==> src/rtl/if_prefetch_unit.sv <==
// rtl/if_prefetch_unit.sv - instruction fetch front end with in-order prefetch ring and redirect flush
module if_prefetch_unit #(
    parameter int                    ADDR_WIDTH = 32,
    parameter int                    DATA_WIDTH = 32,
    parameter int                    DEPTH      = 4,
    parameter logic [ADDR_WIDTH-1:0] RESET_PC   = '0,
    parameter int                    PC_STEP    = 4
) (
    input  logic                    clk,
    input  logic                    rst_n,
    input  logic                    redirect,
    input  logic [ADDR_WIDTH-1:0]   redirect_pc,
    output logic                    inst_ren,
    output logic [ADDR_WIDTH-1:0]   inst_addr,
    input  logic                    inst_gnt,
    input  logic                    inst_rvalid,
    input  logic [DATA_WIDTH-1:0]   inst_data,
    output logic                    out_valid,
    input  logic                    out_ready,
    output logic [ADDR_WIDTH-1:0]   out_pc,
    output logic [ADDR_WIDTH-1:0]   out_pc_next,
    output logic [DATA_WIDTH-1:0]   out_inst,
    output logic [$clog2(DEPTH):0]  count
);

    localparam int IDX_W = $clog2(DEPTH);
    localparam int PTR_W = IDX_W + 1;
    localparam logic [PTR_W-1:0] PTR_ONE   = PTR_W'(1);
    localparam logic [PTR_W:0]   OCC_LIMIT = (PTR_W + 1)'(DEPTH);

    // Pointers carry one wrap bit above the index so full and empty are distinguishable.
    logic [ADDR_WIDTH-1:0] fetch_pc;
    logic [PTR_W-1:0]      alloc_ptr;
    logic [PTR_W-1:0]      fill_ptr;
    logic [PTR_W-1:0]      head_ptr;
    logic [PTR_W-1:0]      discard_cnt;
    logic [DEPTH-1:0]      filled;
    logic [ADDR_WIDTH-1:0] pc_mem   [DEPTH];
    logic [DATA_WIDTH-1:0] inst_mem [DEPTH];

    logic [IDX_W-1:0] alloc_idx;
    logic [IDX_W-1:0] fill_idx;
    logic [IDX_W-1:0] head_idx;
    logic [PTR_W-1:0] count_q;
    logic [PTR_W-1:0] live_pending;
    logic [PTR_W:0]   occupancy;
    logic             accept;
    logic             pop;
    logic             resp_keep;
    logic             resp_drop;

    assign alloc_idx    = alloc_ptr[IDX_W-1:0];
    assign fill_idx     = fill_ptr[IDX_W-1:0];
    assign head_idx     = head_ptr[IDX_W-1:0];
    assign count_q      = alloc_ptr - head_ptr;
    assign live_pending = alloc_ptr - fill_ptr;
    // Discarded reads still occupy memory-side slots, so they count against the issue window.
    assign occupancy    = {1'b0, count_q} + {1'b0, discard_cnt};

    // Issue, handshake and response classification; redirect suppresses issue and pop.
    always_comb begin
        inst_ren  = 1'b0;
        out_valid = 1'b0;
        if (rst_n && !redirect) begin
            inst_ren  = (occupancy < OCC_LIMIT);
            out_valid = filled[head_idx];
        end
        accept    = inst_ren && inst_gnt;
        pop       = out_valid && out_ready;
        resp_keep = inst_rvalid && !redirect && (discard_cnt == '0);
        resp_drop = inst_rvalid && !redirect && (discard_cnt != '0);
    end

    assign inst_addr   = fetch_pc;
    assign count       = count_q;
    assign out_pc      = pc_mem[head_idx];
    assign out_inst    = inst_mem[head_idx];
    assign out_pc_next = pc_mem[head_idx] + ADDR_WIDTH'(PC_STEP);

    // Control state: fetch PC, ring pointers, fill flags and stale-response counter.
    always_ff @(posedge clk or negedge rst_n) begin
        if (!rst_n) begin
            fetch_pc    <= RESET_PC;
            alloc_ptr   <= '0;
            fill_ptr    <= '0;
            head_ptr    <= '0;
            discard_cnt <= '0;
            filled      <= '0;
        end else if (redirect) begin
            fetch_pc    <= redirect_pc;
            alloc_ptr   <= '0;
            fill_ptr    <= '0;
            head_ptr    <= '0;
            filled      <= '0;
            discard_cnt <= discard_cnt + live_pending - {{(PTR_W-1){1'b0}}, inst_rvalid};
        end else begin
            if (accept) begin
                alloc_ptr <= alloc_ptr + PTR_ONE;
                fetch_pc  <= fetch_pc + ADDR_WIDTH'(PC_STEP);
            end
            if (resp_keep) begin
                fill_ptr         <= fill_ptr + PTR_ONE;
                filled[fill_idx] <= 1'b1;
            end
            if (resp_drop) begin
                discard_cnt <= discard_cnt - PTR_ONE;
            end
            if (pop) begin
                head_ptr         <= head_ptr + PTR_ONE;
                filled[head_idx] <= 1'b0;
            end
        end
    end

    // Ring payload: PC captured at accept, instruction captured at kept response.
    always_ff @(posedge clk) begin
        if (accept) begin
            pc_mem[alloc_idx] <= fetch_pc;
        end
        if (resp_keep) begin
            inst_mem[fill_idx] <= inst_data;
        end
    end

    a_no_orphan_rvalid: assert property (@(posedge clk) disable iff (!rst_n)
        inst_rvalid |-> ((live_pending != '0) || (discard_cnt != '0)));

    a_occupancy_bound: assert property (@(posedge clk) disable iff (!rst_n)
        occupancy <= OCC_LIMIT);

endmodule

==> config.mk <==
export PLATFORM = sky130hd
export DESIGN_NAME = if_prefetch_unit
export DESIGN_NICKNAME = d
export VERILOG_FILES = /design/src/rtl/if_prefetch_unit.sv
export SDC_FILE = /design/constraint.sdc
export NUM_CORES = 1
export LEC_CHECK = 0
export ABC_AREA = 1
export BUFFER_PORTS_ARGS = -buffer_cell sky130_fd_sc_hd__buf_2
export CAP_MARGIN = 20
export CORE_MARGIN = 2
export CORE_UTILIZATION = 25
export DETAILED_ROUTE_END_ITERATION = 10
export GPL_ROUTABILITY_DRIVEN = 0
export GPL_TIMING_DRIVEN = 0
export PLACE_DENSITY = 0.47
export SYNTH_ARGS = -nofsm -noshare
export SYNTH_HDL_FRONTEND = slang
export SYNTH_SLANG_ARGS = --single-unit
==> constraint.sdc <==
create_clock -name clk -period 14 [get_ports clk]
set_input_delay 2.1 -clock clk [delete_from_list [all_inputs] [get_ports clk]]
set_output_delay 2.1 -clock clk [all_outputs]
set_load 0.005 [all_outputs]
* Word-level counts from Yosys, hierarchy flattened *
Memories as Yosys holds them, arrays and structs flattened.
Cells that the tools add are included.

operators by class
  add/sub/neg operators = 11
  $lt $le $gt $ge = 5
  muxes and demuxes = 26
  bitwise gates (word level) = 3
  reductions and logical operators = 15

operator list
  kind                   count
  $add 32x3->32 const B  2
  $mux 32                2
  $mux 3                 8
  $mux 4                 4
  $add 3x1->3 const B    3
  $mux 1                 9
  $logic_and 1x1->1      8
  $reduce_bool 2->1      4
  $lt 2x3->1 const B     2
  $sub 3x3->3            2
  $add 3x3->4            1
  $and 4x4->4            1
  $demux 1 s2            2
  $ge 2x1->1 const B     2
  $lt 4x3->1 const B     1
  $not 4->4              1
  $or 4x4->4             1
  $add 3x3->3            1
  $logic_not 3->1        1
  $reduce_bool 3->1      1
  $sub 3x1->3            1
  $sub 3x1->3 const B    1
  $bmux 1 s2             1
  $logic_not 1->1        1

word-level totals
  register bits after elaboration = 48
  bits in writable memories = 256
  input bits = 70
  output and inout bits = 133
  word-level logic and storage cells = 68
  memories kept = 2

memories
  memory    depth  bits a word  rd ports  clocked after memory_dff  write ports  RTL line  text
  inst_mem  4      32           1         0                         1            39        logic [DATA_WIDTH-1:0] inst_mem [DEPTH];
  pc_mem    4      32           1         0                         1            38        logic [ADDR_WIDTH-1:0] pc_mem [DEPTH];

* Longest topological paths before layout *
Gate-level depths: netlist (run 1).

  word-level depth = 10
  depth in mapped cells = 20
  depth with buffers taken out = 17

* Worst setup path after synthesis (run 1) *
No wires, ideal clock.

  path type = flip-flop to flip-flop
  from = register head_ptr[1]
  to = memory pc_mem[0][0], enable pin
  library setup time = 0.421 ns
  data arrival time = 4.293 ns
  slack = 9.286 ns
  stages on the path, launching flop included = 16
  path buffers = 5
  cells stage by stage = dfrtp_1 > inv_2 > buf_4 > buf_4 > buf_2 > clkbuf_1 > fa_1 > xnor2_1 > xor2_1 > ha_1 > nor2_1 > nand2_1 > nor3_2 > nand2_2 > clkbuf_1 > nor2_1

between the ends
  cells in the longest elaborated chain, start to end = 7

ends and longest elaborated chain
  what                          RTL line  text
  start, declared               35        logic [PTR_W-1:0] head_ptr;
  start signal, assigned        109       head_ptr <= head_ptr + PTR_ONE;
  $sub 3x3->3                   55        assign count_q = alloc_ptr - head_ptr;
  named net count[2]            23        output logic [$clog2(DEPTH):0] count
  $add 3x3->4                   58        assign occupancy = {1'b0, count_q} + {1'b0, discard_cnt};
  $lt 4x3->1                    65        inst_ren = (occupancy < OCC_LIMIT);
  $mux 1                        64        if (rst_n && !redirect) begin
  named net inst_ren            13        output logic inst_ren,
  $logic_and 1x1->1             68        accept = inst_ren && inst_gnt;
  $mux 1                        117       if (accept) begin
  $mux 1 (not written as such)  118       pc_mem[alloc_idx] <= fetch_pc;
  end, declared                 38

The timed path passes the listed nets, and every way through them passes these cells.

* Worst setup path after layout (run 1) *
  from = register head_ptr[1]
  to = output port inst_ren

between the ends
  cells in the longest elaborated chain, start to end = 4

ends and longest elaborated chain
  what           RTL line
  $sub 3x3->3    55
  $add 3x3->4    58
  $lt 4x3->1     65
  $mux 1         64
  end, declared  13

Every way passes these cells.

==> results.md, run 1 <==
- Outcome: finished, final reports clean
- Skew-Pair Late Insertion Delay: 540 ps
- Flops & latches, synth: 304
- Synth Instances: 1490
- WHS Path Cells: 1
- Layout cell share with drive strength beyond 1: 0.192
- Filler Cell Count: 6027
- Syn nets: 1585
- I/O Pins: 203
- Synth warn: 0
- Rows: 88
- Pin count of the biggest net entering global routing: 35
- Final Hold Vio Count: 0
- Worst-case vdd ir drop: 0.0000922 V
- Global route overflow: 0
- CP startpoint kind: flip-flop
- DIE AREA: 0.0598 sq mm
- Hold Buf Count CTS: 0
- Drt drc: 0
- Critical hold path startpoint: head_ptr[2]
- GRT Total Usage: 0.153
- Slew HR: 0.418
- Setup Viol. Count Final: 0
- WL per Instance: 18.4 microns
- Antenna violations before repair: 13
- Unique masters post-synth: 36
- Critical R2R Launch: head_ptr[1]
- Detail Route Antenna Nets: 0
- Slew Limit Fails: 0
- Max-Cap Viols: 0
- P&R area growth vs syn: 23.1%
- CTS Sinks: 304
- Post-CTS setup buffer count: 0
- Crit Path Max Fanout: 12
- HP Class: reg2reg
- R2r worst-path depth: 16
- DP Wirelength: 34.1 mm
- Clk_skew: 24.2 ps
- Iter 0 DRT Violations: 646
- Routed WL: 46.5 mm
- Worst hold endpoint: head_ptr[2]
- Worst slew pin tran: 873 ps
- # nets final: 1833
- Min Tclk post-route: 6300 ps
- CTS tree: yes
- H-tree levels: 2
- Clk buf depth: 3
- Worst-path clk slew: 60 ps
- Reg-to-Reg End: pc_mem[0][22]
- Clock root buffer: clkbuf_16
- Die width: 245 microns
- Post-Syn Area per Cell: 9.71 sq um
- Vias per Instance: 4.45
- Die height: 245 microns
- RSZ-0062 raised after global routing: false
- Flop2flop setup slack: 8600 ps
- Largest area contributor in the netlist: edfxtp_1
- Non-Filler Instances: 2529
- Antenna Cells: 0
- Fin crit share: 0.450
- Starting Density: 0.252
- Static leakage: 7.30 nW
- Core Area: 0.0575 sq mm
- Vias in the first global route: 10800
- CTS resizes: 0
- Mapped cell area: 0.0145 sq mm
- Port Buffer Count: 202
- First-pass GRT wire length: 68.9 mm
- Post-Place Cells: 2465
- TritonCTS buffer count: 36
- Post-synthesis sequential area ratio: 0.614
- DR pass1 iterations: 5
- Final core occ: 0.310
- CP endpoint kind: primary output
- Arr. time, crit path: 4200 ps
- Sum Neg Setup Slack: 0 ps
- Detailed-route via count: 11200
- Fmax: 0.159 GHz
- Required @ worst endpoint: 11900 ps
- Post-synth top area share: 0.531
- Top post-synthesis cells by area: edfxtp_1 53%, nand2_1 12%, dfrtp_1 8.3%
- Power per cell area: 131 mW/mm^2
- CP Class: reg2out
==> power breakdown <==
part / switching (mW) / internal, mW / total (mW)
logic: 0.203 / 0.117 / 0.320
registers: 0.0548 / 1.03 / 1.09
clock network: 0.373 / 0.546 / 0.919
==> how the worst max path moves through the flow <==
stage	from	end	slack, ps	cells after the start
after floorplan	head_ptr[1]	pc_mem[0][0]	9290	15
after global placement	rst_n	pc_mem[1][25]	6300	6
after detailed placement	head_ptr[1]	inst_ren	8100	13
after CTS	head_ptr[1]	inst_ren	7500	13
after global routing	head_ptr[1]	inst_ren	7410	13
final	head_ptr[1]	inst_ren	7700	13
==> cells in the mapped netlist <==
library cell    n
nand2_1       481
edfxtp_1      256
nor2_1        162
nand3_1       103
inv_1         102
o21ai_0        92
dfrtp_1        48
o22ai_1        34
xor2_1         29
clkbuf_1       25
ha_1           20
buf_2          18
nand2_2        18
nand4_1        12
o211ai_1       12
xnor2_1         9
nor3_1          8
a21oi_1         7
buf_4           7
buf_6           7
nor2_2          6
fa_1            5
nor2_4          5
o21ai_1         5
inv_2           4
nand3_2         3
a31oi_1         2
buf_1           2
a211oi_1        1
a32oi_1         1
nand4_2         1
nor3_2          1
nor4_1          1
o21bai_1        1
o31ai_1         1
or2_2           1
==> layout by cell type, fill, tap and decap left out, types with 8 or more instances in the layout <==
master     synthesis  routed
nand2_1          481     481
edfxtp_1         256     256
buf_2             18     220
nor2_1           162     155
nand3_1          103     103
inv_1            102     101
o21ai_0           92      92
dfrtp_1           48      48
clkbuf_16          0      37
o22ai_1           34      34
clkbuf_1          25      33
xor2_1            29      29
ha_1              20      20
nand2_2           18      18
nor2_4             5      12
nand4_1           12      12
o211ai_1          12      12
xnor2_1            9       9
nor3_1             8       8
==> area by class of cell <==
cell class                      instances  area, sq um  area share
Buffer                                 59          323      0.0181
Multi-Input combinational cell       1021         4920       0.276
Inverter                              106          398      0.0223
Clock inverter                         18          171     0.00962
Clock buffer                           46          970      0.0544
Tap cell                              765          957      0.0537
Sequential cell                       304         8890       0.499
Timing Repair Buffer                  210         1190      0.0670
==> cells by family (layout without fill, tap and decap cells) <==
group | Yosys count | count (layout) | synth area share
XOR/XNOR | 38 | 38 | 0.0230
adder cells (fa/ha/maj) | 25 | 25 | 0.0242
buffers and inverters | 165 | 439 | 0.0498
AND/OR/NAND/NOR | 802 | 802 | 0.229
flip-flops | 304 | 304 | 0.614
AO/OA/AOI/OAI | 156 | 156 | 0.0599
==> flip-flops by register name, indices dropped and copies added (netlist names) <==
register     flops
inst_mem       128
pc_mem         128
inst_addr       32
filled           4
alloc_ptr        3
discard_cnt      3
fill_ptr         3
head_ptr         3
==> critical path, cell delays in order (launching register included) <==
cell and delay [ps]:
dfrtp_1 490, inv_2 220, buf_4 230, buf_4 250, buf_2 280, clkbuf_1 590
fa_1 320, xnor2_1 130, xor2_1 290, ha_1 290, nor2_1 110, nand2_1 70
nor3_2 210, buf_2 160
==> per-layer routing <==
| metal | vias up | track usage | share of wire |
|---|---|---|---|
| met2 | 330 | 0.257 | 0.48 |
| met1 | 5315 | 0.194 | 0.43 |
| met3 | 86 | 0.0423 | 0.073 |
| li1 | 5487 | - | - |
| met5 | - | 0 | 0.0031 |
| met4 | 26 | 0.0418 | 0.022 |
==> stage by stage <==
stage / hold WS, ps / setup slack [ps] / power (mW) / instance area (sq um)
6_report: 489 / 7700 / 2.33 / 17800
5_1_grt: 522 / 7410 / 2.43 / 17800
4_1_cts: 493 / 7500 / 2.36 / 17800
3_5_place_dp: 488 / 8100 / 1.43 / 16700
3_3_place_gp: 480 / 6300 / 1.42 / 16400
2_1_floorplan: 460 / 9290 / 1.27 / 14500
(Power assumes the default switching activity.)
==> run 2: changes to the inputs <==
--- a/config.mk
+++ b/config.mk
@@ -13,7 +13,7 @@
 export DETAILED_ROUTE_END_ITERATION = 10
 export GPL_ROUTABILITY_DRIVEN = 0
 export GPL_TIMING_DRIVEN = 0
-export PLACE_DENSITY = 0.47
+export PLACE_DENSITY = 0.49
 export SYNTH_ARGS = -nofsm -noshare
 export SYNTH_HDL_FRONTEND = slang
 export SYNTH_SLANG_ARGS = --single-unit
==> constraint.sdc (replaced) <==
create_clock -name clk -period 5.35 [get_ports clk]
set_input_delay 0.8025 -clock clk [delete_from_list [all_inputs] [get_ports clk]]
set_output_delay 0.8025 -clock clk [all_outputs]
set_load 0.005 [all_outputs]
==> run 2 against run 1 <==
  * Combinational power increased to 2.6 times the previous value
  * Routed wire length decreased by 0.37%
  * Via count increased by 0.89%
  * Register-to-register slack got worse by 8000 ps
  * Hold slack got worse by 310 ps
  * Sequential power increased to 2.6 times the previous value
  * Worst setup slack got worse by 7100 ps
  * Power increased to 2.6 times the previous value
  * Clock-buffer cell count unchanged
  * Critical path depth increased by 3
  * Clock power increased to 2.6 times the previous value
  * Largest power group unchanged
==> results.md, run 2 (synthesis gave the netlist of run 1 again) <==
- Worst hold margin: 184 ps (was 489 ps)
- CP startpoint kind: flip-flop (unchanged)
- R2r worst-path depth: 16 (unchanged)
- Required @ worst endpoint: 5570 ps (was 11900 ps)
- DR pass1 iterations: 5 (unchanged)
- Detail Route Antenna Nets: 0 (unchanged)
- Outcome: finished, final reports clean (unchanged)
- Flop2flop setup slack: 620 ps (was 8600 ps)
- Reg-to-Reg End: pc_mem[0][25] (was pc_mem[0][22])
- Final core occ: 0.312 (was 0.310)
- Worst slew pin tran: 838 ps (was 873 ps)
- Starting Density: 0.252 (unchanged)
- Die height: 245 microns (unchanged)
- Clk_skew: 28.5 ps (was 24.2 ps)
- # nets final: 1842 (was 1833)
- Detailed-route via count: 11300 (was 11200)
- Skew-Pair Late Insertion Delay: 550 ps (was 540 ps)
- CP endpoint kind: flip-flop (was primary output)
- Core Area: 0.0575 sq mm (unchanged)
- Setup Viol. Count Final: 0 (unchanged)
- CTS tree: yes (unchanged)
- Slew Limit Fails: 0 (unchanged)
- Area after DPL: 0.0167 sq mm (about the same)
- Non-Filler Instances: 2540 (was 2529)
- Fmax: 0.211 GHz
- Post-Place Cells: 2465 (unchanged)
- HP Class: in2async (was reg2reg)
- WL per Instance: 18.3 microns (was 18.4 microns)
- GRT Total Usage: 0.154 (was 0.153)
- P&R area growth vs syn: 23.7% (was 23.1%)
- Layout cell share with drive strength beyond 1: 0.199 (was 0.192)
- Static leakage: 7.36 nW (was 7.30 nW)
- Max-Cap Viols: 0 (unchanged)
- Setup ws final: 617 ps (was 7700 ps)
- Final Hold Vio Count: 0 (unchanged)
- H-tree levels: 2 (unchanged)
- Fin area: 0.0179 sq mm (was 0.0178 sq mm)
- Commonest non-fill, non-tap cell in the layout: nand2_1 (unchanged)
- Commonest non-fill, non-tap cells in the layout: 481 x nand2_1, 256 x edfxtp_1, 220 x buf_2 (unchanged)
- CP Class: reg2reg (was reg2out)
- DP Wirelength: 33.5 mm (was 34.1 mm)
- TritonCTS buffer count: 36 (unchanged)
- Antenna violations before repair: 15 (was 13)
- Sum Neg Setup Slack: 0 ps (unchanged)
- Clk buf depth: 3 (unchanged)
- Power per cell area: 340 mW/mm^2 (was 131 mW/mm^2)
- Pin count of the biggest net entering global routing: 35 (unchanged)
- Rows: 88 (unchanged)
- Min Tclk post-route: 4730 ps
- Overall power: 6.09 mW (was 2.33 mW)
- Arr. time, crit path: 4960 ps (was 4200 ps)
- Critical R2R Launch: head_ptr[1] (unchanged)
- Fin crit share: 0.885
- Clock root buffer: clkbuf_16 (unchanged)
- Drt drc: 0 (unchanged)
- Worst-case vdd ir drop: 0.000230 V (was 0.0000922 V)
- Iter 0 DRT Violations: 771 (was 646)
- CTS Sinks: 304 (unchanged)
- Vias in the first global route: 11200 (was 10800)
- CP Launch Point: head_ptr[1] (unchanged)
- Crit Path Max Fanout: 23 (was 12)
- First-pass GRT wire length: 69.5 mm (was 68.9 mm)
- I/O Pins: 203 (unchanged)
- Dpl ws: -34.2 ps (was 8100 ps)
- Vias per Instance: 4.47 (was 4.45)
- Routed WL: 46.4 mm (was 46.5 mm)
- Slew HR: 0.441 (was 0.418)
- RSZ-0062 raised after global routing: false (unchanged)
- Worst-path clk slew: 60 ps (about the same)
- DIE AREA: 0.0598 sq mm (unchanged)
- Global route overflow: 0 (unchanged)
- Port Buffer Count: 202 (unchanged)
- Die width: 245 microns (unchanged)
## run 2: how the worst max path moves through the flow
stage	to	slack, ps	cells after the start
after detailed placement	pc_mem[1][25]	-30	16
final	pc_mem[0][25]	620	16
after global routing	pc_mem[0][28]	210	16
after floorplan	pc_mem[0][0]	640	15
after CTS	pc_mem[0][20]	240	16
after global placement	pc_mem[1][25]	-2020	15
## run 2: worst max-delay path, stage by stage, from the launching register on
cell	delay, ps
dfrtp_1	530
inv_2	180
buf_4	230
buf_4	210
buf_2	220
clkbuf_2	280
fa_1	460
xnor2_1	170
xor2_1	260
ha_1	280
nor2_1	110
nand2_1	70
nor3_2	190
nand2_2	220
clkbuf_1	400
nor2_4	320
buf_12	230
## run 2: timing repair
item | CTS | global route
endpoints found under the setup margin | 20 | 26
gates cloned | 0 | 0
endpoints found under the hold margin | 0 | 0
gates resized for setup | 1 | 0
hold buffers | 0 | 0
pin swaps | 1 | 2
setup buffers | 2 | 7
## run 2: area by class of cell
cell class | count | area [sq um]
Sequential cell | 304 | 8890
Clock inverter | 17 | 148
Timing Repair Buffer | 219 | 1250
Inverter | 106 | 398
Buffer | 59 | 324
Clock buffer | 46 | 1010
Fill cell | 6040 | 39600
Antenna cell | 3 | 7.51
Multi-Input combinational cell | 1021 | 4920
Tap cell | 765 | 957
## run 2: where the power goes
group,internal [mW],switching [mW],total (mW),leakage [nW]
registers,2.70,0.143,2.84,2.91
logic,0.311,0.530,0.841,3.87
clock network,1.43,0.974,2.41,0.573
total,4.44,1.65,6.09,7.36
## run 2: metal layers
layer / share of wire / wire, microns / GRT usage / up-vias
li1: - / - / - / 5505
met1: 0.42 / 19600 / 0.196 / 5367
met2: 0.46 / 21400 / 0.254 / 362
met3: 0.087 / 4050 / 0.0429 / 88
met4: 0.026 / 1220 / 0.0472 / 22
met5: 0.0025 / 115 / 0 / -
